$ cat config.mk
export PLATFORM = sky130hd
export DESIGN_NAME = mma_uart_sequencer
export DESIGN_NICKNAME = d
export VERILOG_FILES = /design/src/rtl/mma_pkg.sv /design/src/rtl/mma_seq_tx_serializer.sv /design/src/rtl/mma_uart_sequencer.sv
export SDC_FILE = /design/constraint.sdc
export NUM_CORES = 1
export LEC_CHECK = 0
export BUFFER_PORTS_ARGS = -buffer_cell sky130_fd_sc_hd__clkbuf_2
export CORE_ASPECT_RATIO = 0.6
export CORE_MARGIN = 1
export CORE_UTILIZATION = 61
export CTS_CLUSTER_DIAMETER = 80
export CTS_CLUSTER_SIZE = 40
export DETAILED_ROUTE_END_ITERATION = 16
export PLACE_DENSITY = 0.86
export SYNTH_ARGS = -nofsm -noshare
export SYNTH_HDL_FRONTEND = slang
export SYNTH_SLANG_ARGS = --single-unit
$ cat constraint.sdc
create_clock -name clk -period 12.35 [get_ports clk]
set_input_delay 2.47 -clock clk [delete_from_list [all_inputs] [get_ports clk]]
set_output_delay 2.47 -clock clk [all_outputs]
set_load 0.1 [all_outputs]
$ cat src/rtl/mma_pkg.sv
// mma_pkg: shared definitions for the MMA UART command sequencer.
//   - host command / response byte codes
//   - sequencer state encoding (exported on the 4-bit debug state port)
//   - default matrix dimension limit
//   - float32 element word type
package mma_pkg;

  localparam int MAX_DIM_DEF = 8;

  // Host -> device commands
  localparam logic [7:0] CMD_RX_A = 8'h01;
  localparam logic [7:0] CMD_RX_B = 8'h02;
  localparam logic [7:0] CMD_MUL  = 8'h03;
  localparam logic [7:0] CMD_TX_R = 8'h04;

  // Device -> host responses
  localparam logic [7:0] RSP_DONE = 8'h05;
  localparam logic [7:0] RSP_ACK  = 8'h06;
  localparam logic [7:0] RSP_ERR  = 8'hAA;

  typedef logic [31:0] f32_t;

  typedef enum logic [3:0] {
    ST_IDLE    = 4'd0,
    ST_HDR     = 4'd1,
    ST_LOAD    = 4'd2,
    ST_CHECK   = 4'd3,
    ST_MUL     = 4'd4,
    ST_SEND    = 4'd5,
    ST_TX_HDR  = 4'd6,
    ST_TX_DATA = 4'd7,
    ST_ERR     = 4'd8
  } seq_state_e;

endpackage

$ cat src/rtl/mma_seq_tx_serializer.sv
// mma_seq_tx_serializer: emits the top nbytes_i bytes of a 32-bit word as
// handshaked UART bytes, MSB first. Used for 1-byte responses (byte placed
// in word_i[31:24]) and for 4-byte header/result words.
// Ports:
//   clk, reset     system clock, synchronous active-high reset
//   start_i        one-cycle request; only honoured while idle
//   word_i         word to serialize (captured on start_i)
//   nbytes_i       number of bytes to send (1..4)
//   tx_busy_i      UART transmitter busy
//   tx_data_o      byte to transmit, held until the next byte is launched
//   tx_begin_o     one-cycle transmit request
//   done_o         one-cycle pulse once the last byte has left the UART
module mma_seq_tx_serializer
  import mma_pkg::*;
(
  input  logic       clk,
  input  logic       reset,
  input  logic       start_i,
  input  f32_t       word_i,
  input  logic [2:0] nbytes_i,
  input  logic       tx_busy_i,
  output logic [7:0] tx_data_o,
  output logic       tx_begin_o,
  output logic       done_o
);

  typedef enum logic [1:0] {SER_IDLE, SER_WAIT, SER_HOLD} ser_state_e;

  ser_state_e st_q, st_d;
  f32_t       sr_q, sr_d;
  logic [2:0] left_q, left_d;
  logic [7:0] tx_data_q, tx_data_d;
  logic       tx_begin_q, tx_begin_d;

  always_comb begin
    st_d       = st_q;
    sr_d       = sr_q;
    left_d     = left_q;
    tx_data_d  = tx_data_q;
    tx_begin_d = 1'b0;
    done_o     = 1'b0;
    case (st_q)
      SER_IDLE: begin
        if (start_i) begin
          sr_d   = word_i;
          left_d = nbytes_i;
          st_d   = SER_WAIT;
        end
      end
      // Wait for the UART to go idle; it either takes the next byte or,
      // with nothing left, the word is finished.
      SER_WAIT: begin
        if (!tx_busy_i) begin
          if (left_q == 3'd0) begin
            done_o = 1'b1;
            st_d   = SER_IDLE;
          end else begin
            tx_begin_d = 1'b1;
            tx_data_d  = sr_q[31:24];
            sr_d       = {sr_q[23:0], 8'h00};
            left_d     = left_q - 3'd1;
            st_d       = SER_HOLD;
          end
        end
      end
      // tx_begin is high this cycle; the UART raises busy at the next
      // edge, so skip one cycle before sampling tx_busy again.
      SER_HOLD: st_d = SER_WAIT;
      default:  st_d = SER_IDLE;
    endcase
  end

  always_ff @(posedge clk) begin
    if (reset) begin
      st_q       <= SER_IDLE;
      sr_q       <= '0;
      left_q     <= '0;
      tx_data_q  <= '0;
      tx_begin_q <= 1'b0;
    end else begin
      st_q       <= st_d;
      sr_q       <= sr_d;
      left_q     <= left_d;
      tx_data_q  <= tx_data_d;
      tx_begin_q <= tx_begin_d;
    end
  end

  assign tx_data_o  = tx_data_q;
  assign tx_begin_o = tx_begin_q;

endmodule

$ cat src/rtl/mma_uart_sequencer.sv
// mma_uart_sequencer: host command sequencer between the UART byte
// interface and the MMA datapath. Parses commands, unpacks big-endian
// matrix frames into the A/B memories, starts the multiply, reports DONE
// and streams the result frame back. All protocol errors answer 0xAA.
// Optional build macro: MMA_SEQ_TIMEOUT_EN adds an inter-byte timeout of
// TIMEOUT_CYCLES in HDR/LOAD; without it no counter exists.
// Ports:
//   clk, reset                 clock, synchronous active-high reset
//   rx_data, rx_ready          received byte + one-cycle valid
//   tx_data, tx_begin, tx_busy UART transmit handshake
//   mem_we/sel/addr/wdata      A/B matrix memory write port
//   a_rows..b_cols             latched matrix dimensions
//   mul_start, mul_done        multiply core handshake
//   res_addr, res_data         result memory read (1-cycle latency)
//   busy, state                status / debug
module mma_uart_sequencer
  import mma_pkg::*;
#(
  parameter int MAX_DIM        = MAX_DIM_DEF,
  parameter int ADDR_W         = 6,
  parameter int TIMEOUT_CYCLES = 1000000
) (
  input  logic              clk,
  input  logic              reset,
  input  logic [7:0]        rx_data,
  input  logic              rx_ready,
  output logic [7:0]        tx_data,
  output logic              tx_begin,
  input  logic              tx_busy,
  output logic              mem_we,
  output logic              mem_sel,
  output logic [ADDR_W-1:0] mem_addr,
  output f32_t              mem_wdata,
  output logic [7:0]        a_rows,
  output logic [7:0]        a_cols,
  output logic [7:0]        b_rows,
  output logic [7:0]        b_cols,
  output logic              mul_start,
  input  logic              mul_done,
  output logic [ADDR_W-1:0] res_addr,
  input  f32_t              res_data,
  output logic              busy,
  output logic [3:0]        state
);

  // One extra bit so an element count of 2^ADDR_W is representable.
  localparam int CNT_W = ADDR_W + 1;

  seq_state_e        st_q, st_d;
  logic [55:0]       sr_q, sr_d;        // last 7 received bytes
  logic [2:0]        bcnt_q, bcnt_d;
  logic [CNT_W-1:0]  idx_q, idx_d;
  logic [CNT_W-1:0]  total_q, total_d;
  logic              sel_q, sel_d;
  logic [7:0]        a_rows_q, a_rows_d, a_cols_q, a_cols_d;
  logic [7:0]        b_rows_q, b_rows_d, b_cols_q, b_cols_d;
  logic              a_loaded_q, a_loaded_d, b_loaded_q, b_loaded_d;
  logic              r_valid_q, r_valid_d;
  logic              mem_we_q, mem_we_d;
  logic [ADDR_W-1:0] mem_addr_q, mem_addr_d;
  f32_t              mem_wdata_q, mem_wdata_d;
  logic              mul_start_q, mul_start_d;
  logic [ADDR_W-1:0] res_addr_q, res_addr_d;
  logic [1:0]        ph_q, ph_d;

  logic              ser_start, ser_done;
  f32_t              ser_word;
  logic [2:0]        ser_nbytes;
  logic              timeout_hit;

  logic [63:0]       sr_nxt;
  logic [31:0]       rows_w, cols_w;
  logic [CNT_W-1:0]  idx_inc, hdr_total, tx_total;

  assign sr_nxt    = {sr_q, rx_data};
  assign rows_w    = sr_nxt[63:32];
  assign cols_w    = sr_nxt[31:0];
  assign idx_inc   = idx_q + CNT_W'(1);
  assign hdr_total = CNT_W'(rows_w[7:0]) * CNT_W'(cols_w[7:0]);
  assign tx_total  = CNT_W'(a_rows_q) * CNT_W'(b_cols_q);

  // The whole 32-bit word is range-checked, so headers above 255 can never
  // alias onto a legal 8-bit dimension.
  function automatic logic dim_ok(input logic [31:0] w);
    return (w != 32'd0) && (w <= 32'(MAX_DIM));
  endfunction

`ifdef MMA_SEQ_TIMEOUT_EN
  localparam int TMO_W = $clog2(TIMEOUT_CYCLES + 1);
  logic [TMO_W-1:0] tmo_q, tmo_d;

  // Counts idle cycles while a frame is being received; any byte restarts it.
  always_comb begin
    tmo_d = '0;
    if ((st_q == ST_HDR || st_q == ST_LOAD) && !rx_ready)
      tmo_d = tmo_q + TMO_W'(1);
  end

  always_ff @(posedge clk) begin
    if (reset) tmo_q <= '0;
    else       tmo_q <= tmo_d;
  end

  assign timeout_hit = (tmo_q == TMO_W'(TIMEOUT_CYCLES - 1));
`else
  assign timeout_hit = 1'b0;
`endif

  always_comb begin
    st_d        = st_q;
    sr_d        = sr_q;
    bcnt_d      = bcnt_q;
    idx_d       = idx_q;
    total_d     = total_q;
    sel_d       = sel_q;
    a_rows_d    = a_rows_q;
    a_cols_d    = a_cols_q;
    b_rows_d    = b_rows_q;
    b_cols_d    = b_cols_q;
    a_loaded_d  = a_loaded_q;
    b_loaded_d  = b_loaded_q;
    r_valid_d   = r_valid_q;
    mem_we_d    = 1'b0;
    mem_addr_d  = mem_addr_q;
    mem_wdata_d = mem_wdata_q;
    mul_start_d = 1'b0;
    res_addr_d  = res_addr_q;
    ph_d        = ph_q;
    ser_start   = 1'b0;
    ser_word    = '0;
    ser_nbytes  = 3'd1;

    case (st_q)
      ST_IDLE: begin
        if (rx_ready) begin
          case (rx_data)
            CMD_RX_A, CMD_RX_B: begin
              // The target memory is about to be overwritten, so its
              // contents are invalid until this frame completes; an
              // aborted or rejected frame therefore leaves the flag clear.
              sel_d  = (rx_data == CMD_RX_B);
              if (rx_data == CMD_RX_B) b_loaded_d = 1'b0;
              else                     a_loaded_d = 1'b0;
              bcnt_d = '0;
              st_d   = ST_HDR;
            end
            CMD_MUL:  st_d = ST_CHECK;
            CMD_TX_R: begin
              if (r_valid_q) begin
                ph_d = '0;
                st_d = ST_TX_HDR;
              end else begin
                st_d = ST_ERR;
              end
            end
            default:  st_d = ST_ERR;
          endcase
        end
      end

      ST_HDR: begin
        if (rx_ready) begin
          sr_d   = sr_nxt[55:0];
          bcnt_d = bcnt_q + 3'd1;
          if (bcnt_q == 3'd7) begin
            if (dim_ok(rows_w) && dim_ok(cols_w)) begin
              if (sel_q) begin
                b_rows_d = rows_w[7:0];
                b_cols_d = cols_w[7:0];
              end else begin
                a_rows_d = rows_w[7:0];
                a_cols_d = cols_w[7:0];
              end
              total_d = hdr_total;
              idx_d   = '0;
              bcnt_d  = '0;
              st_d    = ST_LOAD;
            end else begin
              st_d = ST_ERR;
            end
          end
        end else if (timeout_hit) begin
          st_d = ST_ERR;
        end
      end

      ST_LOAD: begin
        if (rx_ready) begin
          sr_d   = sr_nxt[55:0];
          bcnt_d = bcnt_q + 3'd1;
          if (bcnt_q == 3'd3) begin
            bcnt_d      = '0;
            mem_we_d    = 1'b1;
            mem_addr_d  = idx_q[ADDR_W-1:0];
            mem_wdata_d = sr_nxt[31:0];
            idx_d       = idx_inc;
            if (idx_inc == total_q) begin
              if (sel_q) b_loaded_d = 1'b1;
              else       a_loaded_d = 1'b1;
              r_valid_d = 1'b0;
              ser_start = 1'b1;
              ser_word  = {RSP_ACK, 24'h0};
              st_d      = ST_SEND;
            end
          end
        end else if (timeout_hit) begin
          st_d = ST_ERR;
        end
      end

      ST_CHECK: begin
        if (a_loaded_q && b_loaded_q && (a_cols_q == b_rows_q)) begin
          mul_start_d = 1'b1;
          st_d        = ST_MUL;
        end else begin
          st_d = ST_ERR;
        end
      end

      ST_MUL: begin
        if (mul_done) begin
          r_valid_d = 1'b1;
          ser_start = 1'b1;
          ser_word  = {RSP_DONE, 24'h0};
          st_d      = ST_SEND;
        end
      end

      ST_SEND: begin
        if (ser_done) st_d = ST_IDLE;
      end

      // ph: 0 launch rows word, 1 wait, 2 launch cols word, 3 wait
      ST_TX_HDR: begin
        ser_nbytes = 3'd4;
        case (ph_q)
          2'd0: begin
            ser_start = 1'b1;
            ser_word  = {24'h0, a_rows_q};
            ph_d      = 2'd1;
          end
          2'd2: begin
            ser_start = 1'b1;
            ser_word  = {24'h0, b_cols_q};
            ph_d      = 2'd3;
          end
          default: begin
            if (ser_done) begin
              if (ph_q == 2'd1) begin
                ph_d = 2'd2;
              end else begin
                ph_d       = 2'd0;
                idx_d      = '0;
                res_addr_d = '0;
                st_d       = ST_TX_DATA;
              end
            end
          end
        endcase
      end

      // ph: 0 res_addr settles, 1 res_data valid -> launch, 2 wait
      ST_TX_DATA: begin
        ser_nbytes = 3'd4;
        case (ph_q)
          2'd0: ph_d = 2'd1;
          2'd1: begin
            ser_start = 1'b1;
            ser_word  = res_data;
            ph_d      = 2'd2;
          end
          default: begin
            if (ser_done) begin
              if (idx_inc == tx_total) begin
                ph_d = 2'd0;
                st_d = ST_IDLE;
              end else begin
                idx_d      = idx_inc;
                res_addr_d = idx_inc[ADDR_W-1:0];
                ph_d       = 2'd0;
              end
            end
          end
        endcase
      end

      ST_ERR: begin
        ser_start = 1'b1;
        ser_word  = {RSP_ERR, 24'h0};
        st_d      = ST_SEND;
      end

      default: st_d = ST_IDLE;
    endcase
  end

  always_ff @(posedge clk) begin
    if (reset) begin
      st_q        <= ST_IDLE;
      sr_q        <= '0;
      bcnt_q      <= '0;
      idx_q       <= '0;
      total_q     <= '0;
      sel_q       <= 1'b0;
      a_rows_q    <= '0;
      a_cols_q    <= '0;
      b_rows_q    <= '0;
      b_cols_q    <= '0;
      a_loaded_q  <= 1'b0;
      b_loaded_q  <= 1'b0;
      r_valid_q   <= 1'b0;
      mem_we_q    <= 1'b0;
      mem_addr_q  <= '0;
      mem_wdata_q <= '0;
      mul_start_q <= 1'b0;
      res_addr_q  <= '0;
      ph_q        <= '0;
    end else begin
      st_q        <= st_d;
      sr_q        <= sr_d;
      bcnt_q      <= bcnt_d;
      idx_q       <= idx_d;
      total_q     <= total_d;
      sel_q       <= sel_d;
      a_rows_q    <= a_rows_d;
      a_cols_q    <= a_cols_d;
      b_rows_q    <= b_rows_d;
      b_cols_q    <= b_cols_d;
      a_loaded_q  <= a_loaded_d;
      b_loaded_q  <= b_loaded_d;
      r_valid_q   <= r_valid_d;
      mem_we_q    <= mem_we_d;
      mem_addr_q  <= mem_addr_d;
      mem_wdata_q <= mem_wdata_d;
      mul_start_q <= mul_start_d;
      res_addr_q  <= res_addr_d;
      ph_q        <= ph_d;
    end
  end

  mma_seq_tx_serializer u_ser (
    .clk        (clk),
    .reset      (reset),
    .start_i    (ser_start),
    .word_i     (ser_word),
    .nbytes_i   (ser_nbytes),
    .tx_busy_i  (tx_busy),
    .tx_data_o  (tx_data),
    .tx_begin_o (tx_begin),
    .done_o     (ser_done)
  );

  assign mem_we    = mem_we_q;
  assign mem_sel   = sel_q;
  assign mem_addr  = mem_addr_q;
  assign mem_wdata = mem_wdata_q;
  assign a_rows    = a_rows_q;
  assign a_cols    = a_cols_q;
  assign b_rows    = b_rows_q;
  assign b_cols    = b_cols_q;
  assign mul_start = mul_start_q;
  assign res_addr  = res_addr_q;
  assign busy      = (st_q != ST_IDLE);
  assign state     = st_q;

endmodule

==> results.py <==
metrics = {
    "global_routing": {
        "grt_max_degree": 79,
        "grt_pass1_wl_microns": 40800,
        "antenna_found_initial": 0,
        "grt_use_total_pct": 29.6,
        "grt_pass1_vias": 7758,
        "gr-total-overflow": 0,
    },
    "yosys": {
        "synth_edf_count": 0,
        "ys_types": 70,
        "async_flop_share_pct": 0,
        "syn_area_sq_um": 10200,
        "synth_fp_nets": 1338,
        "synth_top_area_share_pct": 40.7,
        "synth_area_leaders": "dfxtp_1 41%, nand2_1 9.5%, a21oi_1 6.9%",
        "syn_inst": 1242,
        "synth-seq-cells": 207,
        "synth_top_area_cell": "dfxtp_1",
        "seq_area_frac_synth_pct": 40.7,
        "syn_area_per_cell_sq_um": 8.20,
        "ys_warn_count": 0,
        "ys.flop_type": "dfxtp_1",
    },
    "clock_network": {
        "clockRootBuffer": "clkbuf_16",
        "cts_tree": "yes",
        "cts-resized-gates": 0,
        "clk_pin_slew_ns": 0.14,
        "cts-buffers-inserted": 9,
        "ctsLongestPathBuffers": 3,
        "htree_levels": 1,
        "cts_hold_buf": 0,
        "postCtsSetupBuffers": 0,
        "clk-insertion-delay-late_ns": 0.48,
        "numClockSinks": 207,
    },
    "drt": {
        "routedWlPerCell_microns": 16.6,
        "dr.first_iter.drc_count": 871,
        "ant_nets": 0,
        "drc_errors": 0,
        "wl_microns": 25700,
        "vias_per_cell": 5.88,
        "drtPass1Iterations": 6,
        "dr_total_vias": 9066,
    },
    "floorplanning": {
        "die_w_microns": 169,
        "core_sq_um": 16300,
        "die-area_sq_um": 17200,
        "die_y_microns": 102,
        "rows": 36,
        "initial_utilization_pct": 62.6,
        "ios": 138,
    },
    "worst_setup_path": {
        "worstReg2RegEnd": "res_addr[5]$_SDFFE_PP0P_",
        "cp.required_ns": 12.71,
        "crit_type": "in2reg",
        "end_kind": "flip-flop",
        "cp-startpoint": "rx_data[2]",
        "reg2reg_depth": 16,
        "cp_max_fo": 16,
        "worstReg2RegStart": "b_cols[3]$_SDFFE_PP0P_",
        "arrival_ns": 5.93,
        "start_kind": "input pin",
        "regToRegSetupSlack_ns": 7.31,
    },
    "timing": {
        "fin_crit_ns": 5.56,
        "setup_viol": 0,
        "slew_headroom_pct": 24.2,
        "fin_skew_ns": 0.0215,
        "rsz0062_at_grt": "no",
        "worst_pin_slew_ns": 1.13,
        "timing.hold.ws_ns": 0.463,
        "finalCritPeriodShare_pct": 45.0,
        "fin_tns_setup_ns": 0,
        "hold_viol_final": 0,
        "finalWorstSetupSlack_ns": 6.79,
        "slew_violations": 0,
        "fmax_ghz": 0.180,
    },
    "worst_hold_path": {
        "whs_endpoint": "mem_wdata[20]$_SDFFE_PP0P_",
        "min_path_type": "reg2reg",
        "min_path_cells": 2,
        "hold_start": "mem_wdata[20]$_SDFFE_PP0P_",
    },
    "finish": {
        "drive_gt1_share_pct": 13.9,
        "num_antenna_cells": 0,
        "final_util_pct": 68.5,
        "area_delta_synth_final_pct": 9.46,
        "final_common_cell": "nand2_1",
        "final_cell_mix": "258 x nand2_1, 207 x dfxtp_1, 141 x a21oi_1",
        "fin_nets": 1409,
    },
    "power": {
        "seq_power_share_pct": 49.1,
        "internal_power_w": 0.000982,
        "p_sw_w": 0.000565,
        "leakage_nw": 4.45,
        "ir_drop_uv": 92.0,
        "combPwrFrac_pct": 27.7,
        "power_density_nw_per_um2": 139,
        "p_clk_share_pct": 23.2,
        "power_switching_share_pct": 36.5,
    },
    "placed_design": {
        "globalplace.congestion": 0.960,
        "portBuffers": 137,
        "post-place-ws_ns": 6.29,
        "dp_hpwl_microns": 18700,
    },
    "job": {
        "drv_cap": 0,
    },
    "run_status": {
        "outcome": "finished clean",
    },
}
[worst max path at each step]
stage	slack, ns	endpoint
after CTS	6.79	total_q[6]$_SDFFE_PP0P_
after detailed placement	6.29	total_q[6]$_SDFFE_PP0P_
after floorplan	6.34	total_q[6]$_SDFFE_PP0P_
final	6.79	total_q[6]$_SDFFE_PP0P_
after global placement	6.35	total_q[6]$_SDFFE_PP0P_
after global routing	6.65	total_q[6]$_SDFFE_PP0P_
[synthesized netlist by cell type, drive strengths merged (2+ instances only)]
master / n
a211oi: 40
a21o: 5
a21oi: 141
a221oi: 7
a22o: 9
a22oi: 29
a311oi: 4
a31oi: 5
a32oi: 2
and2: 45
and3: 7
buf: 22
clkbuf: 63
dfxtp: 207
fa: 14
ha: 37
inv: 40
mux2i: 15
nand2: 258
nand2b: 5
nand3: 12
nand3b: 2
nand4: 8
nand4b: 2
nor2: 94
nor2b: 4
nor3: 12
nor3b: 4
nor4: 19
o21a: 3
o21ai: 31
o22ai: 4
o31ai: 5
or2: 5
or3: 5
or4: 7
or4b: 2
xnor2: 30
xnor3: 2
xor2: 23
[metal layers]
layer  wire (microns)  GRT usage (%)  vias up  share of wire, %
li1                 -              -     4381                 -
met2            10700           42.2      390                42
met5                0              0        -                 0
met4              235           4.48        0              0.92
met3             2420           5.62       24               9.4
met1            12300           46.4     4271                48
[power groups by stage]
| stage | Sequential (W) | Clock, W | Combinational, W |
|---|---|---|---|
| 2_1_floorplan | 0.000778 | 0 | 0.000327 |
| 3_3_place_gp | 0.000771 | 0 | 0.000414 |
| 3_5_place_dp | 0.000773 | 0 | 0.000419 |
| 4_1_cts | 0.000758 | 0.000361 | 0.000421 |
| 5_1_grt | 0.000765 | 0.000386 | 0.000471 |
| 6_report | 0.000760 | 0.000358 | 0.000429 |
[worst max-delay path, cell delays in order]
cell	delay, ns
clkbuf_2	0.33
and2_1	0.22
fa_1	0.42
ha_1	0.32
fa_1	0.55
inv_1	0.06
fa_1	0.54
inv_1	0.04
ha_1	0.31
a21oi_1	0.17
xnor2_1	0.15
xnor2_1	0.13
nor2_1	0.05
a21oi_1	0.11
nor2_1	0.05
[through the flow]
step / instances / area, sq um / power [W]
3_3_place_gp: 1530 / 10900 / 0.00118
2_1_floorplan: 1242 / 10200 / 0.00110
6_report: 1542 / 11100 / 0.00155
4_1_cts: 1542 / 11100 / 0.00154
3_5_place_dp: 1530 / 10900 / 0.00119
5_1_grt: 1542 / 11100 / 0.00162
[final cells by class]
type,count,area [sq um]
fillers,1317,5110
inverters,40,150
clock buffers,9,225
well taps,228,285
clock inverters,3,38.8
repair buffers,145,748
flip-flops and latches,207,4140
multi-input cells,910,5550
[state kept, by name, summed over array words and instances (netlist names), 2 cells and up]
register	flops
res_addr	6
b_cols	8
a_cols	8
ph_q	2
state	4
bcnt_q	3
a_rows	8
sr_q	56
idx_q	7
mem_wdata	32
u_ser.sr_q	32
mem_addr	6
u_ser.tx_data_o	8
u_ser.left_q	3
b_rows	8
u_ser.st_q	2
total_q	7
[kinds of logic (layout without fill, tap and decap cells)]
group / count (synthesis) / after routing / share of synthesized area [%]
simple gates: 493 / 493 / 22.2
compound gates: 296 / 296 / 18.3
flops: 207 / 207 / 40.7
buf+inv: 125 / 197 / 4.95
xor+xnor: 55 / 55 / 5.15
fa+ha+maj: 51 / 51 / 7.30
mux: 15 / 15 / 1.47
Note: power is estimated with default switching activity, not from simulation.
